==> config.mk <==
export PLATFORM = sky130hd
export DESIGN_NAME = gear_shift_ctrl_flat
export DESIGN_NICKNAME = d
export VERILOG_FILES = /design/src/rtl/gear_shift_ctrl_if.sv /design/src/rtl/gear_shift_ctrl.sv /design/src/flat_wrapper.sv
export SDC_FILE = /design/constraint.sdc
export NUM_CORES = 1
export LEC_CHECK = 0
export CAP_MARGIN = 40
export CORE_MARGIN = 2
export CORE_UTILIZATION = 59
export DETAILED_ROUTE_END_ITERATION = 6
export HOLD_SLACK_MARGIN = 0.05
export PLACE_DENSITY = 0.82
export SYNTH_ARGS = -nofsm -noshare
export SYNTH_HDL_FRONTEND = slang
export SYNTH_SLANG_ARGS = --single-unit
==> constraint.sdc <==
create_clock -name clk -period 4.41 [get_ports clk]
set_input_delay 0.441 -clock clk [delete_from_list [all_inputs] [get_ports clk]]
set_output_delay 0.441 -clock clk [all_outputs]
set_load 0.005 [all_outputs]
==> src/rtl/gear_shift_ctrl_if.sv <==
// Handshake bundle between the gear-select stage and the shift controller.
// The controller takes the slave view; the stimulus side takes the master view.
interface gear_shift_ctrl_if;
    logic       enable;
    logic [1:0] target_gear;
    logic [1:0] gear;
    logic       clutch;
    logic       busy;
    logic       shift_done;

    modport master (
        output enable,
        output target_gear,
        input  gear,
        input  clutch,
        input  busy,
        input  shift_done
    );

    modport slave (
        input  enable,
        input  target_gear,
        output gear,
        output clutch,
        output busy,
        output shift_done
    );
endinterface

==> src/rtl/gear_shift_ctrl.sv <==
// Sequential gearbox shift controller: qualifies a stable gear request, then
// opens the clutch, steps the gear by one, closes the clutch and dwells.
module gear_shift_ctrl #(
    parameter int unsigned STABLE_CYC = 4,
    parameter int unsigned CLUTCH_CYC = 2,
    parameter int unsigned DWELL_CYC  = 8
) (
    input  logic               clk,
    input  logic               rst_n,
    gear_shift_ctrl_if.slave   bus
);

    typedef enum logic [2:0] {
        ST_IDLE  = 3'd0,
        ST_QUAL  = 3'd1,
        ST_OPEN  = 3'd2,
        ST_MOVE  = 3'd3,
        ST_CLOSE = 3'd4,
        ST_DWELL = 3'd5
    } state_t;

    // Counter values on which each timed state ends
    localparam logic [7:0] L_STABLE_LAST = 8'(STABLE_CYC - 32'd1);
    localparam logic [7:0] L_CLUTCH_LAST = 8'(CLUTCH_CYC - 32'd1);
    localparam logic [7:0] L_DWELL_LAST  = 8'(DWELL_CYC - 32'd1);

    state_t     r_state;
    state_t     w_state_nxt;
    logic [7:0] r_cnt;
    logic [7:0] w_cnt_nxt;
    logic [1:0] r_tgt_l;
    logic [1:0] w_tgt_nxt;
    logic [1:0] r_gear;
    logic [1:0] w_gear_nxt;
    logic       r_clutch;
    logic       w_clutch_nxt;
    logic       r_busy;
    logic       w_busy_nxt;
    logic       r_shift_done;
    logic       w_shift_done_nxt;
    logic       w_req_valid;

    // One step toward the latched target; saturates at both ends
    function automatic logic [1:0] f_step_gear(input logic [1:0] cur, input logic [1:0] tgt);
        logic [1:0] res;
        if ((tgt > cur) && (cur != 2'd3)) begin
            res = cur + 2'd1;
        end else if ((tgt < cur) && (cur != 2'd0)) begin
            res = cur - 2'd1;
        end else begin
            res = cur;
        end
        return res;
    endfunction

    assign w_req_valid = bus.enable && (bus.target_gear != r_gear);

    // State register
    always_ff @(posedge clk or negedge rst_n) begin
        if (!rst_n) begin
            r_state <= ST_IDLE;
        end else begin
            r_state <= w_state_nxt;
        end
    end

    // Next-state, shared counter and target latch
    always_comb begin
        w_state_nxt = r_state;
        w_cnt_nxt   = r_cnt;
        w_tgt_nxt   = r_tgt_l;
        case (r_state)
            ST_IDLE: begin
                if (w_req_valid) begin
                    w_tgt_nxt = bus.target_gear;
                    if (L_STABLE_LAST == 8'd0) begin
                        w_state_nxt = ST_OPEN;
                        w_cnt_nxt   = 8'd0;
                    end else begin
                        w_state_nxt = ST_QUAL;
                        w_cnt_nxt   = 8'd1;
                    end
                end else begin
                    w_cnt_nxt = 8'd0;
                end
            end
            ST_QUAL: begin
                if (w_req_valid && (bus.target_gear == r_tgt_l)) begin
                    if (r_cnt == L_STABLE_LAST) begin
                        w_state_nxt = ST_OPEN;
                        w_cnt_nxt   = 8'd0;
                    end else begin
                        w_cnt_nxt = r_cnt + 8'd1;
                    end
                end else begin
                    w_state_nxt = ST_IDLE;
                    w_cnt_nxt   = 8'd0;
                end
            end
            ST_OPEN: begin
                if (r_cnt == L_CLUTCH_LAST) begin
                    w_state_nxt = ST_MOVE;
                    w_cnt_nxt   = 8'd0;
                end else begin
                    w_cnt_nxt = r_cnt + 8'd1;
                end
            end
            ST_MOVE: begin
                w_state_nxt = ST_CLOSE;
                w_cnt_nxt   = 8'd0;
            end
            ST_CLOSE: begin
                if (r_cnt == L_CLUTCH_LAST) begin
                    w_state_nxt = ST_DWELL;
                    w_cnt_nxt   = 8'd0;
                end else begin
                    w_cnt_nxt = r_cnt + 8'd1;
                end
            end
            ST_DWELL: begin
                if (r_cnt == L_DWELL_LAST) begin
                    w_state_nxt = ST_IDLE;
                    w_cnt_nxt   = 8'd0;
                end else begin
                    w_cnt_nxt = r_cnt + 8'd1;
                end
            end
            default: begin
                w_state_nxt = ST_IDLE;
                w_cnt_nxt   = 8'd0;
            end
        endcase
    end

    // Next output values, decoded from the upcoming state so outputs stay registered
    always_comb begin
        w_gear_nxt       = r_gear;
        w_clutch_nxt     = 1'b0;
        w_busy_nxt       = 1'b0;
        w_shift_done_nxt = 1'b0;
        if (r_state == ST_MOVE) begin
            w_gear_nxt = f_step_gear(r_gear, r_tgt_l);
        end else begin
            w_gear_nxt = r_gear;
        end
        case (w_state_nxt)
            ST_OPEN, ST_MOVE, ST_CLOSE: begin
                w_clutch_nxt = 1'b1;
                w_busy_nxt   = 1'b1;
            end
            ST_DWELL: begin
                w_busy_nxt       = 1'b1;
                w_shift_done_nxt = (r_state == ST_CLOSE);
            end
            default: begin
                w_clutch_nxt = 1'b0;
                w_busy_nxt   = 1'b0;
            end
        endcase
    end

    // Counter and latched target registers
    always_ff @(posedge clk or negedge rst_n) begin
        if (!rst_n) begin
            r_cnt   <= 8'd0;
            r_tgt_l <= 2'd0;
        end else begin
            r_cnt   <= w_cnt_nxt;
            r_tgt_l <= w_tgt_nxt;
        end
    end

    // Output registers
    always_ff @(posedge clk or negedge rst_n) begin
        if (!rst_n) begin
            r_gear       <= 2'd0;
            r_clutch     <= 1'b0;
            r_busy       <= 1'b0;
            r_shift_done <= 1'b0;
        end else begin
            r_gear       <= w_gear_nxt;
            r_clutch     <= w_clutch_nxt;
            r_busy       <= w_busy_nxt;
            r_shift_done <= w_shift_done_nxt;
        end
    end

    assign bus.gear       = r_gear;
    assign bus.clutch     = r_clutch;
    assign bus.busy       = r_busy;
    assign bus.shift_done = r_shift_done;

endmodule

==> src/flat_wrapper.sv <==
// flat-port wrapper written by rule: the top's interface ports become plain ports
module gear_shift_ctrl_flat 
#(
    parameter int unsigned STABLE_CYC = 4,
    parameter int unsigned CLUTCH_CYC = 2,
    parameter int unsigned DWELL_CYC  = 8
)
  (clk, rst_n, bus_enable, bus_target_gear, bus_gear, bus_clutch, bus_busy, bus_shift_done);
  gear_shift_ctrl_if bus_i ();
  input  logic clk;
  input  logic rst_n;
  input wire logic [$bits(bus_i.enable)-1:0] bus_enable;
  input wire logic [$bits(bus_i.target_gear)-1:0] bus_target_gear;
  output wire logic [$bits(bus_i.gear)-1:0] bus_gear;
  output wire logic [$bits(bus_i.clutch)-1:0] bus_clutch;
  output wire logic [$bits(bus_i.busy)-1:0] bus_busy;
  output wire logic [$bits(bus_i.shift_done)-1:0] bus_shift_done;
  assign bus_i.enable = bus_enable;
  assign bus_i.target_gear = bus_target_gear;
  assign bus_gear = bus_i.gear;
  assign bus_clutch = bus_i.clutch;
  assign bus_busy = bus_i.busy;
  assign bus_shift_done = bus_i.shift_done;
  gear_shift_ctrl #(.STABLE_CYC(STABLE_CYC), .CLUTCH_CYC(CLUTCH_CYC), .DWELL_CYC(DWELL_CYC)) u_core (.clk(clk), .rst_n(rst_n), .bus(bus_i));
endmodule
==> impl_metrics.toml, run 1 <==
[drt]
wl_um = 1990
viasPerCell = 6.36
drc = 0
drt-initial-drc-count = 23
vias = 846
wire_per_inst_um = 15.0
antenna_left = 0
dr.pass1.iters = 4

[synth]
yosysWarnings = 0
ys_seq_elements = 18
synth_top_cell_by_area = "dfrtp_1"
synth_flop_cell = "dfrtp_1"
synthCells = 105
ys_seq_area_frac = 0.434
synth_cell_type_count = 36
ys_async_sr_fraction = 1.00
synth_area_leaders = "dfrtp_1, a21oi_1, xor2_1, ha_1, xnor2_1"
synth_nets = 114
syn_area_per_cell_um2 = 9.88
syn_area_um2 = 1040
netlist.area_leader.share = 0.434
synth_edf_count = 0

[pwr]
power_per_cell_area_nw_per_um2 = 281
vdd_drop_max_uv = 205
p_leak_nw = 0.514

[setup_path]
startpoint = "bus_target_gear[0]"
critPathLaunchType = "primary input"
critPathCaptureType = "register"
required_ns = 4.61
r2r_end = "u_core.bus.gear[0]"
path_class = "primary input to register"
rr_startpoint = "u_core.bus.gear[1]"
crit_end = "u_core.r_tgt_l[0]"
reg2regPathDepth = 5
worst_ep_arrival_time_ns = 2.04
r2r_slack_ns = 2.70
worstPathMaxFanout = 4

[grt]
overflow = 0
grt_usage = 0.236
antenna_found_initial = 0
grt_pass1_wl_um = 3470
grt_pass1_vias = 802
grt_max_degree = 19

[place]
port_buffers = 9
dp_slack_ns = 2.23
place.gp.congestion = 0.743
hpwl_um = 1480

[floorplan]
placementRows = 15
core-area_um2 = 1690
initial_core_util = 0.614
ioPinCount = 10
die_w_um = 45.9
die-height_um = 45.9
dieArea_um2 = 2110

[cts]
cts_buffers = 3
cts_setup_buffers = 0
post_cts_resized = 0
cts_max_path_buffers = 2
cts_hold_buf = 0
ctsHtreeMaxLevel = 1
clk_pin_slew_worst_paths_ns = 0.10
cts-root-buf = "clkbuf_4"
clock_latency_ns = 0.30
cts_tree = "built"
cts_sinks = 18

[sta]
worst_pin_slew_ns = 0.803
rsz0062_at_grt = "no"
max-slew-margin-rel = 0.463
setup_violations = 0
tns_ns = 0
fmax_mhz = 543
finalCriticalPeriod_ns = 1.84
period_share = 0.418
slew_violations = 0
finClkSkew_ns = 0.00351
fin_ws_ns = 2.57
hold_viol_final = 0

[final_layout]
nets = 126
fin_util = 0.696
antenna_cells = 0
area_growth_pct = 13.4
drive_gt1_frac = 0.0690

[hold_path]
hp-class = "register to register"

[job]
drv_cap = 0

[run_status]
status = "complete, no violations"
stage by stage:
step	power, mW	instances	hold WS, ns	area (µm²)
global route	0.347	133	0.586	1180
detailed placement	0.231	129	0.537	1140
floorplan	0.215	105	0.145	1040
finish	0.331	133	0.562	1180
CTS	0.335	133	0.562	1180
global placement	0.228	129	0.527	1140
metal layers:
layer / wire length (µm) / global-route usage / vias to the layer above
li1: - / - / 400
met1: 915 / 0.325 / 414
met2: 935 / 0.344 / 27
met3: 101 / 0.0476 / 5
met4: 42 / 0.126 / 0
met5: 0 / 0 / -
registers in the layout (all words and copies together), names as in the netlist:
signal	count
u_core.bus.gear	2
u_core.bus.shift_done	1
u_core.bus.busy	1
u_core.r_state	3
u_core.bus.clutch	1
u_core.r_tgt_l	2
u_core.r_cnt	8
power by group:
| part | switching (mW) | internal (mW) |
|---|---|---|
| logic | 0.0276 | 0.0213 |
| clock network | 0.0526 | 0.0504 |
| registers | 0.00766 | 0.171 |
| total | 0.0879 | 0.243 |
critical path: stages:
cell	delay, ns
clkdlybuf4s50_1	0.46
xnor2_1	0.18
a2111oi_4	0.48
nand2_2	0.15
mux2_1	0.32
cell type report:
cell class | instances | area [µm²]
clock buffers | 4 | 36.3
inverters | 8 | 30.0
flip-flops and latches | 18 | 450
fillers | 126 | 513
repair buffers | 9 | 90.1
multi-input cells | 77 | 548
well taps | 17 | 21.3
placed cells by master (no fill, tap or decap), types with 4 or more instances in the layout:
cell             count
dfrtp_1             18
a21oi_1             11
clkdlybuf4s50_1      9
inv_1                8
xor2_1               6
nand3_1              6
nor2_1               4
xnor2_1              4
o21ai_0              4
ha_1                 4
cell families (layout without fill, tap and decap cells):
kind of cell	Yosys count	after routing	share of synthesized area
AOI/OAI and AO/OA	27	27	0.179
xor gates and xnor gates	10	10	0.0844
adders and majority gates	4	4	0.0483
buffers and inverters	10	21	0.0374
DFF	18	18	0.434
muxes	2	2	0.0217
and+or+nand+nor	34	34	0.195
synth_stat cells (all sizes together), types with 2 or more instances:
| master | count |
|---|---|
| a2111oi | 2 |
| a211o | 2 |
| a21oi | 11 |
| a31oi | 2 |
| and3 | 3 |
| dfrtp | 18 |
| ha | 4 |
| inv | 8 |
| mux2 | 2 |
| nand2 | 4 |
| nand2b | 3 |
| nand3 | 6 |
| nand3b | 3 |
| nand4 | 2 |
| nor2 | 4 |
| nor3 | 3 |
| o21ai | 5 |
| xnor2 | 4 |
| xor2 | 6 |
worst min path at each step:
stage                 startpoint  depth (start not counted)                 to  slack, ns
2_1_floorplan              rst_n                          0    u_core.bus.busy       0.15
3_3_place_gp   u_core.r_tgt_l[0]                          1  u_core.r_tgt_l[0]       0.53
3_5_place_dp   u_core.r_tgt_l[0]                          1  u_core.r_tgt_l[0]       0.54
4_1_cts        u_core.r_tgt_l[0]                          1  u_core.r_tgt_l[0]       0.56
5_1_grt        u_core.r_tgt_l[1]                          1  u_core.r_tgt_l[1]       0.59
6_report       u_core.r_tgt_l[0]                          1  u_core.r_tgt_l[0]       0.56
No activity file was read; power rests on OpenSTA's default activity.
==> inputs of run 2 (changes only) <==
Settings changed: CORE_UTILIZATION 59 to 55, PLACE_DENSITY 0.82 to 0.77.
Clock period 4.41 ns to 1.7 ns, I/O delays scaled along.
==> run 2 against run 1 <==
  * Clock-buffer cell count unchanged
  * Non-clock buffer count up 8
  * Hold slack got worse by 0.38 ns
  * Setup slack got worse by 2.5 ns
  * Power grew to 2.7 times the previous value
  * Via count is 0.24% lower
  * Routed wire length rose by 6.3%
  * Cell count increased by 12%
  * Clock skew decreased by 0.0013 ns
  * Critical path depth stayed put
  * Global-route usage down 0.96 points
  * Combinational power increased to 3.0 times the previous value
  * Critical path type is now register to register
==> impl_metrics.toml, run 2 (same netlist as run 1, synthesis figures left out) <==
[setup_path]
critPathCaptureType = "register"
path_class = "register to register"
worst_ep_arrival_time_ns = 1.82
required_ns = 1.88
worstPathMaxFanout = 6
critPathLaunchType = "register"

[place]
dp_slack_ns = -0.145
hpwl_um = 1540
port_buffers = 9
place.gp.congestion = 0.825

[grt]
antenna_found_initial = 0
grt_pass1_vias = 778
grt_usage = 0.226
grt_pass1_wl_um = 3470
overflow = 0
grt_max_degree = 19

[pwr]
power_per_cell_area_nw_per_um2 = 702
p_int_mw = 0.645
power_frac_comb = 0.167
vdd_drop_max_uv = 448
p_sw_frac = 0.270
power_frac_clock = 0.307
power_mw = 0.883
seqPwrFrac = 0.527
p_leak_nw = 0.551
p_sw_mw = 0.238

[drt]
drt-initial-drc-count = 15
wl_um = 2120
drc = 0
viasPerCell = 5.66
antenna_left = 0
dr.pass1.iters = 4
vias = 844
wire_per_inst_um = 14.2

[cts]
cts_tree = "built"
cts_setup_buffers = 0
cts_sinks = 18
clock_latency_ns = 0.30
cts_buffers = 3
cts-root-buf = "clkbuf_4"
post_cts_resized = 0
cts_hold_buf = 0
clk_pin_slew_worst_paths_ns = 0.10
ctsHtreeMaxLevel = 1
cts_max_path_buffers = 2

[sta]
max-slew-margin-rel = 0.785
finClkSkew_ns = 0.00221
worst_pin_slew_ns = 0.322
fin_ws_ns = 0.0624
setup_violations = 0
rsz0062_at_grt = "yes"
period_share = 0.963
finalCriticalPeriod_ns = 1.64
slew_violations = 0
hold_viol_final = 0
fmax_mhz = 611

[final_layout]
nets = 134
largestRegisters = "u_core.r_cnt (8), u_core.r_state (3)"
final_cell_mix = "dfrtp_1, a21oi_1, clkdlybuf4s50_1"
area_growth_pct = 21.2
layout_commonest_cell = "dfrtp_1"
antenna_cells = 0
top_register = "u_core.r_cnt"
drive_gt1_frac = 0.153
largest_register_ffs = 8

[floorplan]
die-height_um = 47.4
ioPinCount = 10
dieArea_um2 = 2250
placementRows = 15
die_w_um = 47.4
initial_core_util = 0.594
core-area_um2 = 1750

[hold_path]
hp-class = "primary input to asynchronous set/reset pin"

[run_status]
status = "complete, no violations"

[job]
drv_cap = 0
==> run 2: path summary, 6_finish.rpt <==
path / from / endpoint / slack, ns / depth (start not counted)
hold / removal: rst_n / u_core.r_state[0] / 0.18 / 2
max in group asynchronous: rst_n / u_core.bus.gear[1] / 1.31 / 2
setup / recovery: u_core.bus.gear[1] / u_core.bus.gear[0] / 0.06 / 5
min in group clk: u_core.r_tgt_l[0] / u_core.r_tgt_l[0] / 0.57 / 1
setup reg to reg: u_core.bus.gear[1] / u_core.bus.gear[0] / 0.06 / 5
hold reg to reg: u_core.r_tgt_l[0] / u_core.r_tgt_l[0] / 0.57 / 1
==> run 2: layout make-up <==
type | count | area (µm²)
Tap cell | 25 | 31.3
Sequential cell | 18 | 452
Fill cell | 136 | 488
Inverter | 8 | 30.0
Clock buffer | 4 | 36.3
Multi-Input combinational cell | 77 | 558
Timing Repair Buffer | 17 | 150
==> run 2: metrics by stage <==
| step | setup TNS [ns] | util | cell area [µm²] | std cells | hold WS (ns) |
|---|---|---|---|---|---|
| 4_1_cts | 0 | 0.714 | 1250 | 149 | 0.183 |
| 3_3_place_gp | -0.770 | 0.693 | 1210 | 145 | 0.518 |
| 2_1_floorplan | 0 | - | 1040 | 105 | -0.126 |
| 6_report | 0 | 0.720 | 1260 | 149 | 0.182 |
| 5_1_grt | -0.0241 | 0.720 | 1260 | 149 | 0.222 |
| 3_5_place_dp | -1.35 | 0.693 | 1210 | 145 | 0.516 |
==> run 2: worst max-delay path, stage by stage (launching register included) <==
cell and delay (ns):
dfrtp_2 0.44, inv_1 0.08, ha_1 0.35, a21o_1 0.19, a2111oi_1 0.37, a21oi_1 0.08
==> run 2: power groups by stage <==
stage | Combinational, mW | Clock (mW) | Sequential [mW]
floorplan | 0.0942 | 0 | 0.464
global placement | 0.137 | 0 | 0.472
detailed placement | 0.143 | 0 | 0.474
CTS | 0.144 | 0.275 | 0.465
global route | 0.167 | 0.287 | 0.468
finish | 0.147 | 0.271 | 0.465
==> run 2: layer usage <==
layer / track usage / share of wire / vias up
met2: 0.357 / 0.44 / 18
met3: 0.0226 / 0.032 / 7
met5: 0 / 0 / -
met4: 0.100 / 0.030 / 0
li1: - / - / 419
met1: 0.315 / 0.50 / 400
==> inputs of run 3 (changes only) <==
Settings changed: CTS_BUF_LIST from default to sky130_fd_sc_hd__clkbuf_8 sky130_fd_sc_hd__clkbuf_16, PLACE_DENSITY 0.77 to 0.81.
==> run 3 against run 2 <==
  * Flip-flop and latch count unchanged
  * Clock skew about the same
  * Maximum frequency increased by 2.5%
  * Register-to-register slack improved by 0.04 ns
  * Combinational power increased by 13%
  * Largest cell class unchanged
  * Core utilization increased by 3.1 points
  * Routed wire length increased by 8.8%
  * Clock power increased by 30%
  * Sequential share of layout area decreased by 1.5 points
  * Critical endpoint is now u_core.r_cnt[4]
  * Critical path type unchanged
  * Hold slack improved by 0.054 ns
  * Die area unchanged
==> impl_metrics.toml, run 3 (same netlist as run 1, synthesis figures left out) <==
[grt]
met1_usage = 0.362
grt_pass1_wl_um = 3860
grt_pass1_vias = 851
grt.met3_usage = 0.0377
grt_busiest_layer = "met2"
overflow = 0
grt_usage = 0.248
antenna_found_initial = 0
grt_max_degree = 19
grt_use_met2 = 0.365

[run_status]
status = "complete, no violations"

[setup_path]
critPathLaunchType = "register"
required_ns = 1.88
startpoint = "u_core.bus.gear[1]"
critPathCaptureType = "register"
r2r_slack_ns = 0.10
worstPathMaxFanout = 8
path_class = "register to register"
crit_end = "u_core.r_cnt[4]"
worst_ep_arrival_time_ns = 1.77
reg2regPathDepth = 5
rr_startpoint = "u_core.bus.gear[1]"
r2r_end = "u_core.r_cnt[4]"

[sta]
finClkSkew_ns = 0.00254
fin_ws_ns = 0.102
fmax_mhz = 626
setup_violations = 0
slew_violations = 0
hold_viol_final = 0
finalCriticalPeriod_ns = 1.60
rsz0062_at_grt = "no"
period_share = 0.940
max-slew-margin-rel = 0.791
worst_pin_slew_ns = 0.314
hold_slack_ns = 0.236

[cts]
cts-root-buf = "clkbuf_8"
cts_setup_buffers = 0
ctsHtreeMaxLevel = 1
cts_hold_buf = 0
cts_tree = "built"
clk_pin_slew_worst_paths_ns = 0.07
cts_max_path_buffers = 2
clock_latency_ns = 0.25
cts_sinks = 18
cts_buffers = 3

[final_layout]
final_cells = 149
fill_cells = 119
fin_util = 0.751
area_growth_pct = 26.4
largestRegisters = "u_core.r_cnt (8), u_core.r_state (3)"
multiInputGateArea_um2 = 593
layout_commonest_cell = "dfrtp_1"
largest_register_ffs = 8
nets = 134
top_register = "u_core.r_cnt"
drive_gt1_frac = 0.161
final_cell_mix = "dfrtp_1, a21oi_1, clkdlybuf4s50_1"
antenna_cells = 0
regArea_um2 = 452

[floorplan]
core-area_um2 = 1750
die_w_um = 47.4
placementRows = 15
initial_core_util = 0.594
ioPinCount = 10
die-height_um = 47.4
dieArea_um2 = 2250

[drt]
dr.pass1.iters = 5
wl_um = 2310
antenna_left = 0
wire_per_inst_um = 15.5
drc = 0
viasPerCell = 6.06
vias = 903
drt-initial-drc-count = 47

[place]
place.gp.congestion = 0.854
hpwl_um = 1620
dp.cells = 145
port_buffers = 9
dp_slack_ns = -0.169

[hold_path]
hp-class = "primary input to asynchronous set/reset pin"

[pwr]
vdd_drop_max_uv = 602
p_leak_nw = 0.583
power_per_cell_area_nw_per_um2 = 752

[job]
drv_cap = 0
==> run 3: metal layers <==
layer | share of wire | vias to the layer above
li1 | - | 421
met1 | 0.43 | 426
met2 | 0.48 | 49
met4 | 0.019 | 0
met5 | 0 | -
met3 | 0.073 | 7
==> run 3: per-stage QoR <==
step	cell area [µm²]	power, mW	setup TNS (ns)
5_1_grt	1310	1.02	0
4_1_cts	1270	0.970	0
3_5_place_dp	1210	0.617	-1.39
3_3_place_gp	1210	0.608	-0.771
6_report	1310	0.986	0
2_1_floorplan	1040	0.558	0
==> run 3: area by class of cell <==
type	count	share of cell area
clock buffers	4	0.0420
inverters	8	0.0229
multi-input cells	77	0.452
flip-flops and latches	18	0.344
well taps	25	0.0239
repair buffers	17	0.115
==> run 3: critical path: stages (launching register included) <==
cell       delay [ns]
dfrtp_2          0.47
xnor2_1          0.19
a2111oi_4        0.35
buf_4            0.20
nand3b_4         0.13
a21oi_1          0.18
==> run 3: power breakdown <==
part | leakage (nW) | internal (mW) | total (mW) | switching, mW
clock network | 0.0288 | 0.206 | 0.352 | 0.147
registers | 0.243 | 0.445 | 0.467 | 0.0230
logic | 0.311 | 0.0801 | 0.166 | 0.0855
total | 0.583 | 0.731 | 0.986 | 0.255
==> run 3: repair_timing <==
action	4_1_cts	5_1_grt
gates resized for setup	1	6
pin swaps	0	0
endpoints found under the setup margin	1	12
==> run 3: how the worst min path moves through the flow <==
stage | start | to | slack (ns) | depth (start not counted)
final | rst_n | u_core.bus.gear[0] | 0.24 | 2
after floorplan | rst_n | u_core.bus.busy | -0.13 | 0
after global routing | rst_n | u_core.bus.gear[0] | 0.29 | 2
after detailed placement | rst_n | u_core.bus.gear[1] | 0.52 | 2
after global placement | rst_n | u_core.bus.gear[1] | 0.52 | 2
after CTS | rst_n | u_core.r_state[1] | 0.24 | 2
